==> src/rtl/line_rasterizer_pkg.sv <==
// Shared types, widths and helpers for the Bresenham line rasterizer.
package line_rasterizer_pkg;

    localparam int unsigned HRES_DEFAULT = 1024;
    localparam int unsigned VRES_DEFAULT = 768;
    localparam int unsigned X_W          = 11;
    localparam int unsigned Y_W          = 10;
    localparam int unsigned ADDR_W       = 20;
    localparam int unsigned ERR_W        = 13;

    typedef enum logic [1:0] {
        ST_IDLE  = 2'd0,
        ST_SETUP = 2'd1,
        ST_PLOT  = 2'd2,
        ST_DONE  = 2'd3
    } state_t;

    // Linear frame-buffer address of a pixel for a given row pitch.
    function automatic logic [ADDR_W-1:0] pixel_addr(
        input logic [X_W-1:0]    x,
        input logic [Y_W-1:0]    y,
        input logic [ADDR_W-1:0] pitch
    );
        return ADDR_W'(y) * pitch + ADDR_W'(x);
    endfunction

    // True when the pixel lies inside the visible frame.
    function automatic logic in_frame(
        input logic [X_W-1:0] x,
        input logic [Y_W-1:0] y,
        input int unsigned    hres,
        input int unsigned    vres
    );
        return (32'(x) < hres) && (32'(y) < vres);
    endfunction

endpackage

==> src/rtl/line_rasterizer_step.sv <==
// One Bresenham step: doubled-error compares and err/x/y update.
module line_step
    import line_rasterizer_pkg::*;
(
    input  logic signed [ERR_W-1:0] err,
    input  logic signed [ERR_W-1:0] dx,
    input  logic signed [ERR_W-1:0] dy,
    input  logic        [X_W-1:0]   cur_x,
    input  logic        [Y_W-1:0]   cur_y,
    input  logic                    sx_neg,
    input  logic                    sy_neg,
    output logic signed [ERR_W-1:0] next_err,
    output logic        [X_W-1:0]   next_x,
    output logic        [Y_W-1:0]   next_y
);

    logic signed [ERR_W-1:0] e2_s;
    logic                    step_x_s;
    logic                    step_y_s;

    // Both axes may step in the same cycle; their error terms simply add.
    always_comb begin
        e2_s     = err <<< 1;
        step_x_s = (e2_s >= dy);
        step_y_s = (e2_s <= dx);
        next_err = err;
        next_x   = cur_x;
        next_y   = cur_y;
        if (step_x_s) begin
            next_err = next_err + dy;
            if (sx_neg) begin
                next_x = cur_x - 11'd1;
            end else begin
                next_x = cur_x + 11'd1;
            end
        end else begin
            next_x = cur_x;
        end
        if (step_y_s) begin
            next_err = next_err + dx;
            if (sy_neg) begin
                next_y = cur_y - 10'd1;
            end else begin
                next_y = cur_y + 10'd1;
            end
        end else begin
            next_y = cur_y;
        end
    end

endmodule

==> src/rtl/line_rasterizer.sv <==
// Bresenham line rasterizer writing one pixel per accepted frame-buffer write.
module line_rasterizer
    import line_rasterizer_pkg::*;
#(
    parameter logic [7:0]  COLOR = 8'hFF,
    parameter int unsigned HRES  = HRES_DEFAULT,
    parameter int unsigned VRES  = VRES_DEFAULT
) (
    input  logic              clk,
    input  logic              reset,
    input  logic              start,
    input  logic [X_W-1:0]    start_x,
    input  logic [Y_W-1:0]    start_y,
    input  logic [X_W-1:0]    end_x,
    input  logic [Y_W-1:0]    end_y,
    output logic              busy,
    output logic              done,
    output logic              wr_en,
    output logic [ADDR_W-1:0] wr_addr,
    output logic [7:0]        wr_data,
    input  logic              wr_ready
);

    localparam logic [ADDR_W-1:0] PITCH = ADDR_W'(HRES);

    state_t                  state_r;
    logic [X_W-1:0]          x0_r, x1_r, cur_x_r;
    logic [Y_W-1:0]          y0_r, y1_r, cur_y_r;
    logic signed [ERR_W-1:0] dx_r, dy_r, err_r;
    logic                    sx_neg_r, sy_neg_r;
    logic                    busy_r, done_r, wr_en_r;
    logic [ADDR_W-1:0]       wr_addr_r;
    logic [7:0]              wr_data_r;

    logic [X_W-1:0]          dx_abs_s;
    logic [Y_W-1:0]          dy_abs_s;
    logic signed [ERR_W-1:0] setup_dx_s, setup_dy_s, setup_err_s;
    logic signed [ERR_W-1:0] next_err_s;
    logic [X_W-1:0]          next_x_s;
    logic [Y_W-1:0]          next_y_s;
    logic                    at_end_s, start_vis_s, next_vis_s, advance_s;

    assign busy    = busy_r;
    assign done    = done_r;
    assign wr_en   = wr_en_r;
    assign wr_addr = wr_addr_r;
    assign wr_data = wr_data_r;

    line_step u_step (
        .err      (err_r),
        .dx       (dx_r),
        .dy       (dy_r),
        .cur_x    (cur_x_r),
        .cur_y    (cur_y_r),
        .sx_neg   (sx_neg_r),
        .sy_neg   (sy_neg_r),
        .next_err (next_err_s),
        .next_x   (next_x_s),
        .next_y   (next_y_s)
    );

    // Setup deltas from the latched endpoints; dy is kept negative as in Bresenham.
    always_comb begin
        if (x1_r >= x0_r) begin
            dx_abs_s = x1_r - x0_r;
        end else begin
            dx_abs_s = x0_r - x1_r;
        end
        if (y1_r >= y0_r) begin
            dy_abs_s = y1_r - y0_r;
        end else begin
            dy_abs_s = y0_r - y1_r;
        end
        setup_dx_s  = $signed({2'b00, dx_abs_s});
        setup_dy_s  = 13'sd0 - $signed({3'b000, dy_abs_s});
        setup_err_s = setup_dx_s + setup_dy_s;
        at_end_s    = (cur_x_r == x1_r) && (cur_y_r == y1_r);
        start_vis_s = in_frame(x0_r, y0_r, HRES, VRES);
        next_vis_s  = in_frame(next_x_s, next_y_s, HRES, VRES);
        // Off-frame points carry no write, so they advance without a handshake.
        advance_s   = !wr_en_r || wr_ready;
    end

    // Line FSM with registered write port and status outputs.
    always_ff @(posedge clk) begin
        if (reset) begin
            state_r   <= ST_IDLE;
            busy_r    <= 1'b0;
            done_r    <= 1'b0;
            wr_en_r   <= 1'b0;
            wr_addr_r <= {ADDR_W{1'b0}};
            wr_data_r <= 8'h00;
            x0_r      <= {X_W{1'b0}};
            x1_r      <= {X_W{1'b0}};
            cur_x_r   <= {X_W{1'b0}};
            y0_r      <= {Y_W{1'b0}};
            y1_r      <= {Y_W{1'b0}};
            cur_y_r   <= {Y_W{1'b0}};
            dx_r      <= 13'sd0;
            dy_r      <= 13'sd0;
            err_r     <= 13'sd0;
            sx_neg_r  <= 1'b0;
            sy_neg_r  <= 1'b0;
        end else begin
            done_r <= 1'b0;
            case (state_r)
                ST_IDLE: begin
                    if (start) begin
                        x0_r    <= start_x;
                        y0_r    <= start_y;
                        x1_r    <= end_x;
                        y1_r    <= end_y;
                        busy_r  <= 1'b1;
                        state_r <= ST_SETUP;
                    end
                end
                ST_SETUP: begin
                    dx_r      <= setup_dx_s;
                    dy_r      <= setup_dy_s;
                    err_r     <= setup_err_s;
                    sx_neg_r  <= (x1_r < x0_r);
                    sy_neg_r  <= (y1_r < y0_r);
                    cur_x_r   <= x0_r;
                    cur_y_r   <= y0_r;
                    wr_en_r   <= start_vis_s;
                    wr_addr_r <= start_vis_s ? pixel_addr(x0_r, y0_r, PITCH) : {ADDR_W{1'b0}};
                    wr_data_r <= start_vis_s ? COLOR : 8'h00;
                    state_r   <= ST_PLOT;
                end
                ST_PLOT: begin
                    if (advance_s) begin
                        if (at_end_s) begin
                            wr_en_r   <= 1'b0;
                            wr_addr_r <= {ADDR_W{1'b0}};
                            wr_data_r <= 8'h00;
                            state_r   <= ST_DONE;
                        end else begin
                            err_r     <= next_err_s;
                            cur_x_r   <= next_x_s;
                            cur_y_r   <= next_y_s;
                            wr_en_r   <= next_vis_s;
                            wr_addr_r <= next_vis_s ? pixel_addr(next_x_s, next_y_s, PITCH) : {ADDR_W{1'b0}};
                            wr_data_r <= next_vis_s ? COLOR : 8'h00;
                        end
                    end
                end
                ST_DONE: begin
                    done_r  <= 1'b1;
                    busy_r  <= 1'b0;
                    state_r <= ST_IDLE;
                end
                default: begin
                    busy_r  <= 1'b0;
                    wr_en_r <= 1'b0;
                    state_r <= ST_IDLE;
                end
            endcase
        end
    end

endmodule

==> config.mk <==
export PLATFORM = sky130hd
export DESIGN_NAME = line_rasterizer
export DESIGN_NICKNAME = d
export VERILOG_FILES = /design/src/rtl/line_rasterizer_pkg.sv /design/src/rtl/line_rasterizer_step.sv /design/src/rtl/line_rasterizer.sv
export SDC_FILE = /design/constraint.sdc
export NUM_CORES = 1
export LEC_CHECK = 0
export ABC_AREA = 0
export CORE_MARGIN = 3
export CORE_UTILIZATION = 50
export CTS_CLUSTER_DIAMETER = 100
export DETAILED_ROUTE_END_ITERATION = 10
export PLACE_DENSITY_LB_ADDON = 0.12
export SETUP_SLACK_MARGIN = 0.5
export SYNTH_ARGS = -nofsm -noshare
export SYNTH_HDL_FRONTEND = slang
export SYNTH_SLANG_ARGS = --single-unit
==> constraint.sdc <==
create_clock -name clk -period 5.85 [get_ports clk]
set_input_delay 0.585 -clock clk [delete_from_list [all_inputs] [get_ports clk]]
set_output_delay 0.585 -clock clk [all_outputs]
set_load 0.1 [all_outputs]
==> results of run 1 <==
==> synth_stat cells, types with 9 or more instances <==
master	number	area share, %
a211oi_1	39	2.7
a21o_1	32	2.2
a21oi_1	153	7.1
buf_1	9	0.31
clkbuf_1	51	1.8
dfxtp_1	124	23
fa_1	9	1.7
ha_1	120	14
inv_1	110	3.8
mux2i_1	28	2.6
nand2_1	156	5.4
nand2b_1	15	0.87
nand3_1	16	0.74
nand4_1	10	0.58
nor2_1	152	5.3
nor2b_1	17	0.98
nor3_1	30	1.4
o211ai_1	13	0.90
o21ai_0	72	3.3
o21bai_1	10	0.69
xnor2_1	72	5.8
xor2_1	41	3.3
==> logic make-up after synthesis <==
group	count (synthesis)	synth area share (%)
simple gates	431	17.51
buf+inv	185	6.961
xor+xnor	116	9.775
flops	124	22.98
mux	36	3.532
fa+ha+maj	130	15.67
compound gates	397	23.57
==> layout by cell type (no fill, tap or decap), types with 32 or more instances in the layout <==
| cell | n |
|---|---|
| a21o_1 | 32 |
| nor2_1 | 152 |
| xnor2_1 | 72 |
| o21ai_0 | 72 |
| a211oi_1 | 38 |
| a21oi_1 | 153 |
| xor2_1 | 41 |
| inv_1 | 110 |
| clkdlybuf4s50_1 | 75 |
| nand2_1 | 156 |
| dfxtp_1 | 124 |
| ha_1 | 119 |
==> path summary, 6_finish.rpt <==
path              depth (start not counted)          to        from  slack, ns
setup / recovery                         22   err_r[10]     dy_r[1]       0.96
hold / removal                            2  wr_addr[9]  wr_addr[9]       0.49
setup reg to reg                         22   err_r[10]     dy_r[1]       0.96
hold reg to reg                           2  wr_addr[9]  wr_addr[9]       0.49
==> flip-flops by register name, summed over array words and instances, names as in the netlist <==
| signal | flops |
|---|---|
| dy_r | 11 |
| cur_y_r | 10 |
| busy | 1 |
| done | 1 |
| state_r | 2 |
| wr_data | 1 |
| y0_r | 10 |
| y1_r | 10 |
| dx_r | 11 |
| x0_r | 11 |
| sy_neg_r | 1 |
| wr_addr | 20 |
| cur_x_r | 11 |
| err_r | 12 |
| x1_r | 11 |
| sx_neg_r | 1 |
==> per-stage QoR <==
step           hold WS, ns  util (%)  instances  instance area, µm²
2_1_floorplan       0.4660         -       1419               10800
3_3_place_gp        0.4794     55.11       1706               11660
3_5_place_dp        0.4782     55.11       1706               11660
4_1_cts             0.4910     57.66       1738               12200
5_1_grt             0.5098     57.66       1738               12200
6_report            0.4877     57.66       1738               12200
==> worst max-delay path: stages (launching register included) <==
cell	delay (ns)
dfxtp_1	0.36
inv_1	0.09
ha_1	0.28
nand4_1	0.12
nor2_1	0.11
a211oi_1	0.06
o21ai_0	0.15
a21oi_1	0.08
o211ai_1	0.42
buf_4	0.45
inv_1	0.22
o31ai_1	0.38
ha_1	0.33
a21boi_0	0.15
o21ai_0	0.20
nand2b_1	0.12
a21o_1	0.21
a21o_1	0.20
a21o_1	0.18
a21oi_1	0.16
xnor2_1	0.14
a211oi_1	0.09
o32ai_1	0.29
==> metal layers <==
metal | part of all wire, % | GRT usage (%)
met1 | 44 | 36.24
met2 | 46 | 44.99
met3 | 5.6 | 4.757
met4 | 4.4 | 11.92
met5 | 0 | 0
==> cell type report <==
class / count / area share [%]
Clock buffer: 18 / 3.518
Tap cell: 275 / 2.821
Multi-Input combinational cell: 1110 / 62.12
Inverter: 110 / 3.385
Clock inverter: 14 / 0.9129
Sequential cell: 124 / 20.35
Timing Repair Buffer: 87 / 6.893
==> impl_metrics.env, run 1 <==
export IMPL_worstPathRequired_ns=6.19
export IMPL_grt_max_degree=89
export IMPL_synth_enable_flop_cells=0
export IMPL_fillers=2048
export IMPL_numClockSinks=124
export IMPL_dp_hpwl_mm=24.72
export IMPL_h_tree_depth=4
export IMPL_layout_area_seq_mm2=0.002482
export IMPL_antenna_cells=0
export IMPL_layout_setup_ws_ns=0.9595
export IMPL_numPortBuffers=76
export IMPL_ys_ff_latch=124
export IMPL_drtAntennaViolNets=0
export IMPL_cp_arrival_ns=5.23
export IMPL_tightest_slew_ns=1.040
export IMPL_outcome="finished, final reports clean"
export IMPL_hold_path_class="flip-flop to flip-flop"
export IMPL_synth_fp_nets=1594
export IMPL_insertion_delay_ns=0.43
export IMPL_worstSetupPathType="flip-flop to flip-flop"
export IMPL_min_period_ns=4.891
export IMPL_cts_tree="yes"
export IMPL_grt_pass1_vias=9568
export IMPL_layout_nets=1625
export IMPL_yosys_warnings=0
export IMPL_drc=0
export IMPL_ys_flop_type="dfxtp_1"
export IMPL_fin_skew_ns=0.01394
export IMPL_wl_mm=32.69
export IMPL_setup_violations=0
export IMPL_initial_core_util_pct=51.07
export IMPL_clk_pin_slew_ns=0.06
export IMPL_rsz0062_at_grt="false"
export IMPL_seq_area_frac_synth_pct=22.98
export IMPL_dr_pass1_iters=6
export IMPL_cts_path_max_buffers=2
export IMPL_crit_fanout=34
export IMPL_max_freq_mhz=204.5
export IMPL_globalRouteTotalUtil_pct=27.65
export IMPL_num_vias=10030
export IMPL_syn_area_mm2=0.01080
export IMPL_setup_tns_ns=0
export IMPL_multiInputGateArea_mm2=0.007577
export IMPL_avgRoutedWirePerCell_um=18.81
export IMPL_rows=53
export IMPL_vias_per_cell=5.773
export IMPL_antenna_found_initial=0
export IMPL_place_gp_congestion=0.9352
export IMPL_syn_area_per_cell_um2=7.613
export IMPL_gr_total_overflow=0
export IMPL_drtIter0Drc=799
export IMPL_ys_types=81
export IMPL_ctsResizeCount=0
export IMPL_cts_setup_buffers=0
export IMPL_cts_buffers=17
export IMPL_floorplan_die_area_mm2=0.02341
export IMPL_max_cap_viol_count=0
export IMPL_core_area_mm2=0.02115
export IMPL_syn2layout_area_growth_pct=12.91
export IMPL_synthCells=1419
export IMPL_synthArstFlopShare_pct=0
export IMPL_drive_gt1_share_pct=4.716
export IMPL_die_w_um=153.0
export IMPL_drv_slew=0
export IMPL_grt_pass1_wl_mm=51.57
export IMPL_startpoint_type="flip-flop"
export IMPL_die_y_um=153.0
export IMPL_root_buffer="clkbuf_16"
export IMPL_final_hold_viol_count=0
export IMPL_ios=77
export IMPL_place_ws_ns=1.040
export IMPL_maxSlewHeadroom_pct=29.59
export IMPL_period_share_pct=83.60
export IMPL_hold_buffers=0
export IMPL_end_kind="flip-flop"
Power of run 1 is not shown: default switching activity piles up to over one toggle a cycle in this logic, so the estimate is an artifact.
==> run 2, diff against run 1 <==
==> constraint.sdc (replaced) <==
create_clock -name clk -period 4.4 [get_ports clk]
set_input_delay 0.44 -clock clk [delete_from_list [all_inputs] [get_ports clk]]
set_output_delay 0.44 -clock clk [all_outputs]
set_load 0.1 [all_outputs]
==> impl_metrics.env, run 2 (same netlist as run 1, synthesis figures left out) <==
export IMPL_cts_tree="yes"
export IMPL_mostFrequentLayoutCells="154 x nand2_1, 147 x nor2_1, 143 x a21oi_1"
export IMPL_startpoint_type="flip-flop"
export IMPL_fillers=1840
export IMPL_gr_total_overflow=0
export IMPL_rows=53
export IMPL_place_gp_congestion=0.9425
export IMPL_syn2layout_area_growth_pct=25.94
export IMPL_dp_hpwl_mm=25.48
export IMPL_max_cap_viol_count=0
export IMPL_tightest_slew_ns=1.065
export IMPL_num_vias=10570
export IMPL_period_share_pct=94.63
export IMPL_setup_tns_ns=0
export IMPL_fin_skew_ns=0.01405
export IMPL_crit_fanout=3
export IMPL_grt_util_met3_pct=4.332
export IMPL_drc=0
export IMPL_largest_register_ffs=20
export IMPL_insertion_delay_ns=0.43
export IMPL_final_common_cell="nand2_1"
export IMPL_outcome="finished, final reports clean"
export IMPL_min_period_ns=4.164
export IMPL_initial_core_util_pct=51.07
export IMPL_max_freq_mhz=240.2
export IMPL_layout_nets=1730
export IMPL_use_met2_pct=50.83
export IMPL_grt_pass1_vias=10210
export IMPL_numClockSinks=124
export IMPL_cts_buffers=17
export IMPL_crit_path_frequent_cell="a21o_1"
export IMPL_cp_arrival_ns=4.43
export IMPL_rsz0062_at_grt="true"
export IMPL_setup_violations=0
export IMPL_vias_per_cell=5.739
export IMPL_antenna_cells=0
export IMPL_die_y_um=153.0
export IMPL_end_kind="flip-flop"
export IMPL_maxSlewHeadroom_pct=28.98
export IMPL_globalRouteTotalUtil_pct=28.16
export IMPL_clk_pin_slew_ns=0.06
export IMPL_numPortBuffers=76
export IMPL_dr_pass1_iters=5
export IMPL_crit_cells=23
export IMPL_die_w_um=153.0
export IMPL_final_hold_viol_count=0
export IMPL_wl_mm=33.84
export IMPL_grt_max_degree=90
export IMPL_drv_slew=0
export IMPL_min_path_cells=2
export IMPL_core_area_mm2=0.02115
export IMPL_grt_pass1_wl_mm=53.27
export IMPL_path_cells="ha_4, a21o_1, a21o_1, a211oi_2, o21ai_1, a21oi_1, o211ai_1, mux2_4, ha_4, inv_2, fa_2, nor2b_2, o21ai_2, a21boi_2, o21ai_1, nand2b_1, a21o_1, a21o_1, a21o_1, a21oi_2, xnor2_1, a211oi_2, o32ai_2"
export IMPL_crit_slowest_cell="mux2_4"
export IMPL_floorplan_die_area_mm2=0.02341
export IMPL_grt_busiest_layer="met2"
export IMPL_worstSetupPathType="flip-flop to flip-flop"
export IMPL_cp_top_family="compound AO/OA/AOI/OAI gates"
export IMPL_slowest_delay_ns=0.37
export IMPL_drtAntennaViolNets=0
export IMPL_worstPathRequired_ns=4.67
export IMPL_critPathBufInv=1
export IMPL_antenna_found_initial=1
export IMPL_rr_worst_depth=23
export IMPL_hold_path_class="flip-flop to flip-flop"
export IMPL_avgRoutedWirePerCell_um=18.37
export IMPL_drtIter0Drc=663
export IMPL_globalRouteMet1Util_pct=33.06
export IMPL_root_buffer="clkbuf_16"
export IMPL_ios=77
export IMPL_drive_gt1_share_pct=17.10
export IMPL_cts_path_max_buffers=2
export IMPL_h_tree_depth=4
run 2: stage by stage:
step / hold slack [ns] / instances / instance area [µm²] / util [%] / setup WS (ns)
6_report: 0.4889 / 1842 / 13610 / 64.32 / 0.2361
5_1_grt: 0.5160 / 1842 / 13610 / 64.32 / 0.06738
4_1_cts: 0.4914 / 1829 / 13230 / 62.53 / 0.2116
3_5_place_dp: 0.4793 / 1777 / 12290 / 58.08 / 0.07470
3_3_place_gp: 0.4816 / 1777 / 12290 / 58.08 / 0.1666
2_1_floorplan: 0.4660 / 1419 / 10920 / - / 0.4823
run 2: repair_timing:
| action | in CTS | in global routing |
|---|---|---|
| hold buffers | 0 | 0 |
| setup buffers | 21 | 13 |
| pin swaps | 32 | 39 |
| resized for setup | 41 | 59 |
| endpoints found under the setup margin | 22 | 26 |
run 2: worst reg2reg max path, stage by stage (launching register included):
cell	delay, ns
dfxtp_4	0.35
ha_4	0.24
a21o_1	0.19
a21o_1	0.16
a211oi_2	0.25
o21ai_1	0.09
a21oi_1	0.14
o211ai_1	0.16
mux2_4	0.37
ha_4	0.16
inv_2	0.05
fa_2	0.20
nor2b_2	0.05
o21ai_2	0.18
a21boi_2	0.08
o21ai_1	0.14
nand2b_1	0.08
a21o_1	0.19
a21o_1	0.17
a21o_1	0.16
a21oi_2	0.13
xnor2_1	0.10
a211oi_2	0.26
o32ai_2	0.11
run 2: area by class of cell:
cell class / instances / area, µm² / share of cell area [%]
inverter: 110 / 417.9 / 3.072
tap: 275 / 344.1 / 2.529
clock inverter: 14 / 186.4 / 1.370
clock buffer: 17 / 425.4 / 3.127
timing repair buffer: 192 / 1657 / 12.18
multi-input combinational: 1110 / 8066 / 59.29
sequential: 124 / 2509 / 18.44
run 2: path summary, 6_finish.rpt:
check / slack, ns / endpoint / startpoint
max: 0.24 / err_r[10] / err_r[1]
min: 0.49 / wr_addr[10] / wr_addr[10]
max reg2reg: 0.24 / err_r[10] / err_r[1]
min reg2reg: 0.49 / wr_addr[10] / wr_addr[10]
run 2: layer usage:
layer  part of all wire [%]  up-vias
li1                       -     5194
met3                    4.2       89
met2                     50      306
met5                      0        -
met4                    4.7        0
met1                     41     4983
Power of run 2 is left out for the same reason.
==> run 3, diff against run 2 <==
--- a/config.mk
+++ b/config.mk
@@ -6,8 +6,9 @@
 export NUM_CORES = 1
 export LEC_CHECK = 0
 export ABC_AREA = 0
-export CORE_MARGIN = 3
-export CORE_UTILIZATION = 50
+export CELL_PAD_IN_SITES_DETAIL_PLACEMENT = 0
+export CELL_PAD_IN_SITES_GLOBAL_PLACEMENT = 1
+export CORE_UTILIZATION = 41
 export CTS_CLUSTER_DIAMETER = 100
 export DETAILED_ROUTE_END_ITERATION = 10
 export PLACE_DENSITY_LB_ADDON = 0.12
==> impl_metrics.env, run 3 (same netlist as run 1, synthesis figures left out) <==
export IMPL_maxSlewHeadroom_pct=33.88
export IMPL_hold_path_class="flip-flop to flip-flop"
export IMPL_avgRoutedWirePerCell_um=18.41
export IMPL_grt_max_degree=78
export IMPL_clk_pin_slew_ns=0.07
export IMPL_core_area_mm2=0.02598
export IMPL_max_freq_mhz=243.2
export IMPL_initial_core_util_pct=41.57
export IMPL_end_kind="flip-flop"
export IMPL_cts_path_max_buffers=2
export IMPL_antenna_cells=0
export IMPL_die_y_um=164.3
export IMPL_final_core_utilization_pct=53.09
export IMPL_numPortBuffers=76
export IMPL_fin_skew_ns=0.01154
export IMPL_dr_pass1_iters=5
export IMPL_largest_register_ffs=20
export IMPL_cts_buffers=17
export IMPL_max_cap_viol_count=0
export IMPL_drtAntennaViolNets=0
export IMPL_outcome="finished, final reports clean"
export IMPL_startpoint_type="flip-flop"
export IMPL_mostFrequentLayoutCells="155 x nand2_1, 148 x nor2_1, 143 x a21oi_1"
export IMPL_worstPathRequired_ns=4.76
export IMPL_hold_worst_slack_ns=0.4929
export IMPL_ios=77
export IMPL_fin_cells=1919
export IMPL_grt_pass1_wl_mm=55.60
export IMPL_min_from="wr_addr[10]"
export IMPL_insertion_delay_ns=0.43
export IMPL_floorplan_die_area_mm2=0.02700
export IMPL_wl_mm=35.33
export IMPL_rows=59
export IMPL_die_w_um=164.3
export IMPL_dp_cells=1841
export IMPL_syn2layout_area_growth_pct=27.70
export IMPL_drv_slew=0
export IMPL_numClockSinks=124
export IMPL_grt_pass1_vias=10140
export IMPL_antenna_found_initial=1
export IMPL_num_vias=10350
export IMPL_final_common_cell="nand2_1"
export IMPL_globalRouteTotalUtil_pct=27.12
export IMPL_worstSetupPathType="flip-flop to flip-flop"
export IMPL_rsz0062_at_grt="true"
export IMPL_critPathLaunch="dy_r[6]"
export IMPL_vias_per_cell=5.396
export IMPL_layout_nets=1746
export IMPL_gr_total_overflow=0
export IMPL_dp_hpwl_mm=26.87
export IMPL_setup_tns_ns=0
export IMPL_root_buffer="clkbuf_16"
export IMPL_crit_fanout=6
export IMPL_drtIter0Drc=599
export IMPL_setup_violations=0
export IMPL_tightest_slew_ns=0.9894
export IMPL_final_hold_viol_count=0
export IMPL_cts_tree="yes"
export IMPL_cp_arrival_ns=4.47
export IMPL_place_gp_congestion=0.8873
export IMPL_drc=0
export IMPL_h_tree_depth=4
export IMPL_period_share_pct=93.44
export IMPL_drive_gt1_share_pct=18.62
export IMPL_min_period_ns=4.111
export IMPL_hold_buffers=0
export IMPL_rr_startpoint="dy_r[6]"
[run 3: cell count changes in the layout (fill, tap and decap cells not counted), sizes merged]
cell	delta
buf	+16
bufinv	-2
clkbuf	+1
clkinvlp	+1
inv	+1
[run 3: area by class of cell]
class	instances	area [µm²]
inverter	110	415.4
fill	2554	12190
multi-input combinational	1110	8103
clock buffer	18	429.2
timing repair buffer	208	1775
clock inverter	14	136.4
tap	335	419.2
sequential	124	2517
[run 3: path summary, 6_finish.rpt]
check | slack (ns) | to | cells past startpoint
max reg2reg | 0.29 | err_r[8] | 24
min reg2reg | 0.49 | wr_addr[10] | 2
min | 0.49 | wr_addr[10] | 2
max | 0.29 | err_r[8] | 24
[run 3: what timing repair did]
| action | CTS | global route |
|---|---|---|
| pin swaps | 56 | 31 |
| setup buffers | 32 | 14 |
| resized for setup | 68 | 53 |
| hold endpoints to repair | 0 | 0 |
| endpoints found under the setup margin | 13 | 18 |
[run 3: stage by stage]
| step | setup WS [ns] | area [µm²] |
|---|---|---|
| after global routing | 0.07028 | 13800 |
| after floorplan | 0.4823 | 10920 |
| after global placement | 0.1696 | 12390 |
| after CTS | 0.2777 | 13470 |
| after detailed placement | 0.08140 | 12390 |
| final | 0.2887 | 13800 |
[run 3: worst max-delay path: stages (launching register included)]
cell	delay, ns
dfxtp_1	0.42
inv_1	0.07
ha_1	0.30
nand2_1	0.09
nor4_1	0.33
o21ai_0	0.12
o211ai_1	0.19
buf_4	0.26
nor2_4	0.05
a21oi_4	0.15
ha_4	0.23
nor2b_2	0.16
o21ai_2	0.17
a21boi_2	0.08
o21ai_1	0.14
nand2b_1	0.09
a21o_1	0.16
a21o_1	0.19
buf_4	0.13
buf_6	0.10
xnor2_1	0.11
nand2_1	0.06
o21ai_1	0.05
a311o_1	0.28
a21oi_1	0.11
[run 3: routing by layer]
| layer | wire length [µm] | GRT usage (%) | vias to the layer above |
|---|---|---|---|
| met5 | 0 | 0 | - |
| met4 | 1200 | 10.44 | 0 |
| met3 | 935 | 3.535 | 55 |
| met2 | 18050 | 49.33 | 198 |
| met1 | 15140 | 32.02 | 4861 |
| li1 | - | - | 5240 |
Power of run 3 is left out for the same reason.
